--- config.mk ---
export PLATFORM = sky130hd
export DESIGN_NAME = seq_addsub_cla
export DESIGN_NICKNAME = d
export VERILOG_FILES = /design/src/rtl/seq_addsub_cla.sv
export SDC_FILE = /design/constraint.sdc
export NUM_CORES = 1
export LEC_CHECK = 0
export BUFFER_PORTS_ARGS = -buffer_cell sky130_fd_sc_hd__clkbuf_2
export CAP_MARGIN = 15
export CORE_ASPECT_RATIO = 0.8
export CORE_UTILIZATION = 40
export CTS_BUF_LIST = sky130_fd_sc_hd__clkbuf_2
export CTS_CLUSTER_SIZE = 10
export DETAILED_ROUTE_END_ITERATION = 10
export SKIP_CTS_REPAIR_TIMING = 1
export SLEW_MARGIN = 20
export SYNTH_ARGS = -nofsm -noshare
export SYNTH_HDL_FRONTEND = slang
export SYNTH_SLANG_ARGS = --single-unit
--- constraint.sdc ---
create_clock -name i_clk -period 8.5 [get_ports i_clk]
set_input_delay 1.7 -clock i_clk [delete_from_list [all_inputs] [get_ports i_clk]]
set_output_delay 1.7 -clock i_clk [all_outputs]
set_load 0.01 [all_outputs]
--- src/rtl/seq_addsub_cla.sv ---
// -----------------------------------------------------------------------------
// seq_addsub_cla
//   Multi-cycle two's-complement adder/subtractor. A WIDTH-bit operand pair is
//   resolved CHUNK bits per clock by a single carry-lookahead slice. The carry
//   between chunks is held in a register, so one operation takes
//   N = WIDTH/CHUNK RUN cycles.
//
//   Add      : sum = a + b + cin
//   Subtract : sum = a + ~b + ~cin  (= a - b - cin); cout = 1 means no borrow
//
// Ports
//   i_clk        rising-edge clock
//   i_rst        synchronous, active-high reset (priority over everything)
//   i_in_valid   operands and mode valid
//   o_in_ready   block can accept an operation (IDLE)
//   i_a, i_b     WIDTH-bit operands
//   i_cin        carry-in (add) / borrow-in (subtract)
//   i_sub        0: add, 1: subtract
//   o_out_valid  result valid (DONE)
//   i_out_ready  consumer accepts the result
//   o_sum        WIDTH-bit result (partial during RUN, valid only in DONE)
//   o_cout       carry out of bit WIDTH-1
//   o_ovf        signed overflow (carry into MSB XOR carry out of MSB)
//   o_zero       final sum is zero
// -----------------------------------------------------------------------------
module seq_addsub_cla #(
  parameter int WIDTH = 32,
  parameter int CHUNK = 4
) (
  input  logic             i_clk,
  input  logic             i_rst,
  input  logic             i_in_valid,
  output logic             o_in_ready,
  input  logic [WIDTH-1:0] i_a,
  input  logic [WIDTH-1:0] i_b,
  input  logic             i_cin,
  input  logic             i_sub,
  output logic             o_out_valid,
  input  logic             i_out_ready,
  output logic [WIDTH-1:0] o_sum,
  output logic             o_cout,
  output logic             o_ovf,
  output logic             o_zero
);

  localparam int N  = WIDTH / CHUNK;
  // Counter is at least one bit wide so that the N = 1 case still elaborates.
  localparam int CW = (N > 1) ? $clog2(N) : 1;
  localparam logic [CW-1:0]    LAST_CNT   = CW'(N - 1);
  localparam logic [WIDTH-1:0] CHUNK_MASK = WIDTH'({CHUNK{1'b1}});

  localparam logic [1:0] ST_IDLE = 2'd0;
  localparam logic [1:0] ST_RUN  = 2'd1;
  localparam logic [1:0] ST_DONE = 2'd2;

  // Reject operand widths that do not split into whole chunks.
  if (WIDTH % CHUNK != 0) begin : g_bad_params
    $error("seq_addsub_cla: WIDTH must be an integer multiple of CHUNK");
  end

  logic [1:0]       r_state;
  logic [CW-1:0]    r_cnt;
  logic [WIDTH-1:0] r_a;
  logic [WIDTH-1:0] r_b;        // already inverted for subtract
  logic             r_carry;
  logic [WIDTH-1:0] r_sum;
  logic             r_cout;
  logic             r_ovf;
  logic             r_zero;
  logic             r_in_ready;
  logic             r_out_valid;

  logic [31:0]      w_base;
  logic [CHUNK-1:0] w_a_chunk;
  logic [CHUNK-1:0] w_b_chunk;
  logic [CHUNK-1:0] w_g;
  logic [CHUNK-1:0] w_p;
  logic [CHUNK:0]   w_c;
  logic [CHUNK-1:0] w_slice_sum;
  logic [WIDTH-1:0] w_sum_next;
  logic             w_last;

  // Shift-based chunk selection keeps the index arithmetic width-clean.
  assign w_base    = 32'(r_cnt) * 32'(CHUNK);
  assign w_a_chunk = CHUNK'(r_a >> w_base);
  assign w_b_chunk = CHUNK'(r_b >> w_base);
  assign w_last    = (r_cnt == LAST_CNT);

  // Carry-lookahead slice: every carry is formed directly from g/p terms and
  // the incoming chunk carry, not rippled bit to bit.
  always_comb begin : p_cla
    logic v_acc;
    logic v_prod;
    w_g    = w_a_chunk & w_b_chunk;
    w_p    = w_a_chunk ^ w_b_chunk;
    w_c    = {(CHUNK + 1){1'b0}};
    w_c[0] = r_carry;
    v_acc  = 1'b0;
    v_prod = 1'b0;
    for (int i = 0; i < CHUNK; i++) begin
      v_acc  = w_g[i];
      v_prod = w_p[i];
      for (int j = i - 1; j >= 0; j--) begin
        v_acc  = v_acc | (v_prod & w_g[j]);
        v_prod = v_prod & w_p[j];
      end
      w_c[i+1] = v_acc | (v_prod & r_carry);
    end
    w_slice_sum = w_p ^ w_c[CHUNK-1:0];
  end

  // Merge the freshly computed chunk into the running sum.
  always_comb begin
    w_sum_next = (r_sum & ~(CHUNK_MASK << w_base)) |
                 (WIDTH'(w_slice_sum) << w_base);
  end

  // Control FSM plus datapath registers; reset aborts any operation in flight.
  always_ff @(posedge i_clk) begin
    if (i_rst) begin
      r_state     <= ST_IDLE;
      r_cnt       <= {CW{1'b0}};
      r_a         <= {WIDTH{1'b0}};
      r_b         <= {WIDTH{1'b0}};
      r_carry     <= 1'b0;
      r_sum       <= {WIDTH{1'b0}};
      r_cout      <= 1'b0;
      r_ovf       <= 1'b0;
      r_zero      <= 1'b0;
      r_in_ready  <= 1'b1;
      r_out_valid <= 1'b0;
    end else begin
      case (r_state)
        ST_IDLE: begin
          if (i_in_valid) begin
            r_a        <= i_a;
            r_b        <= i_sub ? ~i_b : i_b;
            r_carry    <= i_sub ? ~i_cin : i_cin;
            r_cnt      <= {CW{1'b0}};
            r_in_ready <= 1'b0;
            r_state    <= ST_RUN;
          end else begin
            r_state    <= ST_IDLE;
          end
        end
        ST_RUN: begin
          r_sum   <= w_sum_next;
          r_carry <= w_c[CHUNK];
          if (w_last) begin
            // The last slice holds the MSB, so its carries give the flags.
            r_cout      <= w_c[CHUNK];
            r_ovf       <= w_c[CHUNK] ^ w_c[CHUNK-1];
            r_zero      <= (w_sum_next == {WIDTH{1'b0}});
            r_out_valid <= 1'b1;
            r_state     <= ST_DONE;
          end else begin
            r_cnt       <= r_cnt + CW'(1);
          end
        end
        ST_DONE: begin
          if (i_out_ready) begin
            r_out_valid <= 1'b0;
            r_in_ready  <= 1'b1;
            r_state     <= ST_IDLE;
          end else begin
            r_state     <= ST_DONE;
          end
        end
        default: begin
          r_out_valid <= 1'b0;
          r_in_ready  <= 1'b1;
          r_state     <= ST_IDLE;
        end
      endcase
    end
  end

  assign o_in_ready  = r_in_ready;
  assign o_out_valid = r_out_valid;
  assign o_sum       = r_sum;
  assign o_cout      = r_cout;
  assign o_ovf       = r_ovf;
  assign o_zero      = r_zero;

endmodule

# Word level (Yosys, flattened, before mapping)
# Index checks and enable logic that the tools add are counted.
# op_classes
n_addsub	1
mul	0
div	0
n_lt_le_gt_ge	0
eq_ne	7
shift	4
mux	17
n_bitwise	37
n_reduce_logical	9
# op_table
cell	n
$not 32->32	2
$shr 32x5->4	2
$and 32x32->32	1
$logic_not 32->1	1
$mux 32	1
$or 32x32->32	1
$shl 4x5->32	1
$shl 4x5->32 const A	1
$and 1x1->1	16
$or 1x1->1	10
$reduce_and 3->1	3
$ne 2x2->1 const B	4
$xor 4x4->4	2
$mux 1	7
$mux 3	2
$pmux 1 s3	2
$pmux 2 s3	1
$pmux 3 s2	1
$reduce_and 2->1	3
$and 4x4->4	1
$mux 2	2
$add 3x1->3 const B	1
$eq 3x3->1 const B	1
$not 1->1	3
other kinds (6)	6
# totals
ff_bits	107
latchBits	0
ramBits	0
romBits	0
inputBits	70
output_inout_bits	37
wordCells	86
mem_count	0

# Logic depth before layout (Yosys ltp)
# logic_depth
depth_word	10
ltp_mapped	11
ltp_nobuf	9

# Worst setup path after synthesis
# No wires, ideal clock.
# synth_path
kind	flip-flop to flip-flop
startpoint	reg r_cnt[0]
endpoint	reg r_zero (netlist: o_zero)
setup_time_ns	0.085
arrival_ns	3.154
required_time_ns	8.415
setup_slack_ns	5.262
path_stages_with_launch	12
n_path_buf	2
synth_period_minus_slack_ns	3.238
path_cell_list	dfxtp_1 -> buf_2 -> buf_2 -> mux4_2 -> nand2_1 -> nand2_1 -> ha_1 -> a211oi_1 -> o21bai_1 -> xor2_1 -> or4_1 -> o31ai_2
# synth_via
elab_chain_cells	10
elab_cells_between_ends	28
cone_classes	eq/ne (1); shift (4); bitwise (21); reduce/logical (2)
# synth_lines
item	line_no	text
start: declaration	62	logic [CW-1:0] r_cnt;
start signal: assignment	122	r_cnt <= {CW{1'b0}};
start signal: assignment	139	r_cnt <= {CW{1'b0}};
start signal: assignment	157	r_cnt <= r_cnt + CW'(1);
$shr 32x5->4 (on tied branches)	85, 86	
$xor 4x4->4 or $and 4x4->4 (tied branches)	95, 94	
$and 1x1->1 (on tied branches)	104, 105	
$or 1x1->1, or another cell as far along	104	v_acc = v_acc | (v_prod & w_g[j]);
$or 1x1->1 or $and 1x1->1 (tied branches)	104, 107	
$or 1x1->1	107	w_c[i+1] = v_acc | (v_prod & r_carry);
$xor 4x4->4	109	w_slice_sum = w_p ^ w_c[CHUNK-1:0];
$shl 4x5->32	115	(WIDTH'(w_slice_sum) << w_base);
$or 32x32->32	114	w_sum_next = (r_sum & ~(CHUNK_MASK << w_base)) |
$logic_not 32->1	153	r_zero <= (w_sum_next == {WIDTH{1'b0}});
end signal: assignment	153	
end: declaration	69	logic r_zero;
# Parallel ways exist; a longest one is shown, timed or not.
# A chain may end at the register's enable or synchronous reset.

# Worst setup path in the final report
# Same ends and word-level chain as after synthesis.

==> results.toml <==
[critical_path]
ff2ff_path_depth = 10
required_ns = 9.02
cpPeakStageDelay_ns = 0.62
critPathLaunchType = "register"
end_kind = "register"
r2r_start = "r_cnt[0]"
critPathTopFamily = "simple AND/OR/NAND/NOR gates"
cp-endpoint = "o_zero"
crit_start = "r_cnt[0]"
cp_max_fo = 27
path_depth = 10
crit_chain = "buf_4, mux4_2, nand2_1, nand2_1, ha_1, a211oi_1, o21bai_1, xor2_1, or4_1, o31ai_2"
cpMostUsedCell = "nand2_1"
cp_data_arrival_time_ns = 3.98
path_buf_inv = 1
worstSetupPathType = "reg2reg"
timing.rr.end = "o_zero"
reg2reg_setup_slack_ns = 5.04
crit_slowest_cell = "or4_1"

[timing]
slew_headroom_pct = 29.8
finalSetupTns_ns = 0
worst_hold_slack_ns = 0.472
tightest_slew_ns = 1.05
drv_slew = 0
min_period_ns = 3.46
hold_viol_final = 0
rsz0062_at_grt = "no"
fin_crit_sh_pct = 40.7
max_freq_mhz = 289
finClkSkew_ns = 0.0217
setup_viol = 0

[drt]
wl_met1_mm = 6.08
wl_per_cell_um = 15.9
dr.pass1.iters = 5
wl_met3_um = 847
drtIter0Drc = 297
vias = 4409
wl_met2_mm = 5.66
viasPerCell = 5.53
routed.top_layer = "met4"
drc = 0
ant_nets = 0
drt_wl_total_mm = 12.7

[pwr]
vdd_drop_max_mv = 0.108
leakagePower_uw = 0.00228
p_per_area_mw_per_mm2 = 174

[logic_synthesis]
ys_types = 43
yosys_warnings = 0
synth_top_area_share_pct = 43.2
synthFlopType = "dfxtp_1"
synth_top_cell_by_area = "dfxtp_1"
ys_seq_elements = 107
synth_edf_count = 0
syn_nets = 649
ys_seq_area_share_pct = 43.2
avgSynthCellArea_um2 = 8.75
async_flop_share_pct = 0
synthesis.area_mm2 = 0.00496
syn_inst = 567
synthTopCellsByArea = "dfxtp_1 43%, nand2_1 7.4%, mux4_2 7.3%"

[final_layout]
final_cell_area_mm2 = 0.00569
diodes = 0
finish.utilization_pct = 48.3
fin_nets = 728
final_cell_mix = "114 x clkbuf_2, 107 x dfxtp_1, 98 x nand2_1, 79 x nor2_1, 45 x a21oi_1"
syn_to_final_growth_pct = 14.6
final_common_cell = "clkbuf_2"
drive_gt1_share_pct = 23.1

[cts]
clock-root-buffer = "clkbuf_2"
cts_buffers = 9
worstSkewPairLatency_ns = 0.58
numClockSinks = 107
clk_pin_slew_ns = 0.26
htreeDepth = 3
clk_path_buf_depth = 2
cts_tree = "done"

[grt]
grtUsageTotal_pct = 20.7
grt_overflow = 0
grt_pass1_vias = 4193
grt_max_degree = 100
grt_pass1_wl_mm = 20.9
antenna_found_initial = 0

[run_status]
status = "completed"

[floorplanning]
num_rows = 35
core_mm2 = 0.0118
die_x_um = 127
die_area_mm2 = 0.0129
die_h_um = 102
start_util_pct = 42.1
boundaryPins = 107

[run]
cap_violations = 0

[placed_design]
io_buffers = 106
place_area_mm2 = 0.00556
hpwl_mm = 8.83
place.gp.congestion = 0.866

[min_path]
hold_class = "reg2reg"
hp-start = "r_a[0]"
==> how the worst min path moves through the flow <==
stage	endpoint	slack, ns	cells after the start
finish	r_a[0]	0.47	2
global route	r_a[6]	0.49	2
CTS	r_a[11]	0.47	2
detailed placement	r_a[11]	0.45	2
global placement	r_a[20]	0.44	2
floorplan	r_a[10]	0.43	2
==> synth_stat cells, types with 2 or more instances <==
cell,count
a211oi_1,39
a21o_1,2
a21oi_1,45
a22oi_1,21
a32oi_1,11
buf_1,4
buf_2,7
clkbuf_1,33
dfxtp_1,107
ha_1,11
inv_1,3
inv_2,2
mux4_2,16
nand2_1,98
nand2b_1,5
nand3_1,6
nand3b_1,3
nand4_1,4
nor2_1,79
nor2b_1,2
nor3_1,7
nor4_1,3
o21ai_0,2
o21ai_1,2
o31ai_1,2
or4_1,2
xnor2_1,34
xor2_1,2
==> sequential cells by signal, indices dropped and copies added (netlist names), 2 cells and up <==
| register | count |
|---|---|
| r_cnt | 3 |
| r_b | 32 |
| r_a | 32 |
| o_sum | 32 |
| r_state | 2 |
==> routing by layer <==
layer | vias to the layer above | global-route usage, %
met2 | 152 | 33.1
li1 | 2151 | -
met4 | 0 | 5.38
met3 | 14 | 4.38
met5 | - | 0
met1 | 2092 | 28.5
==> tightest hold or removal path, stage by stage (launching register included) <==
cell     delay, ns
dfxtp_1       0.37
nand2_1       0.05
a21oi_1       0.05
==> layout make-up <==
class | instances | area [µm²]
fillers | 1149 | 6090
multi-input cells | 410 | 2630
flip-flops and latches | 107 | 2140
repair buffers | 113 | 589
well taps | 148 | 185
clock inverters | 6 | 81.3
clock buffers | 9 | 45.0
inverters | 5 | 18.8
==> cell families (layout without fill, tap and decap cells) <==
family,after synthesis,in the layout,synth area share [%]
adder cells (fa/ha/maj),12,12,3.18
AO/OA/AOI/OAI,131,131,17.9
buffers and inverters,50,133,4.03
AND/OR/NAND/NOR,214,214,17.9
flip-flops,107,107,43.2
multiplexers,17,17,7.46
XOR/XNOR,36,36,6.35
==> power by group <==
part / total (µW) / internal, µW / switching (µW)
sequential: 549 / 532 / 17.1
combinational: 188 / 77.1 / 110
clock: 256 / 93.5 / 162
==> per-stage QoR <==
step | setup slack, ns | power [µW] | std cells
2_1_floorplan | 5.26 | 685 | 567
3_3_place_gp | 5.16 | 741 | 782
3_5_place_dp | 5.11 | 746 | 783
4_1_cts | 5.06 | 1000 | 798
5_1_grt | 4.74 | 1040 | 798
6_report | 5.04 | 992 | 798
No activity file was read; power rests on OpenSTA's default activity.
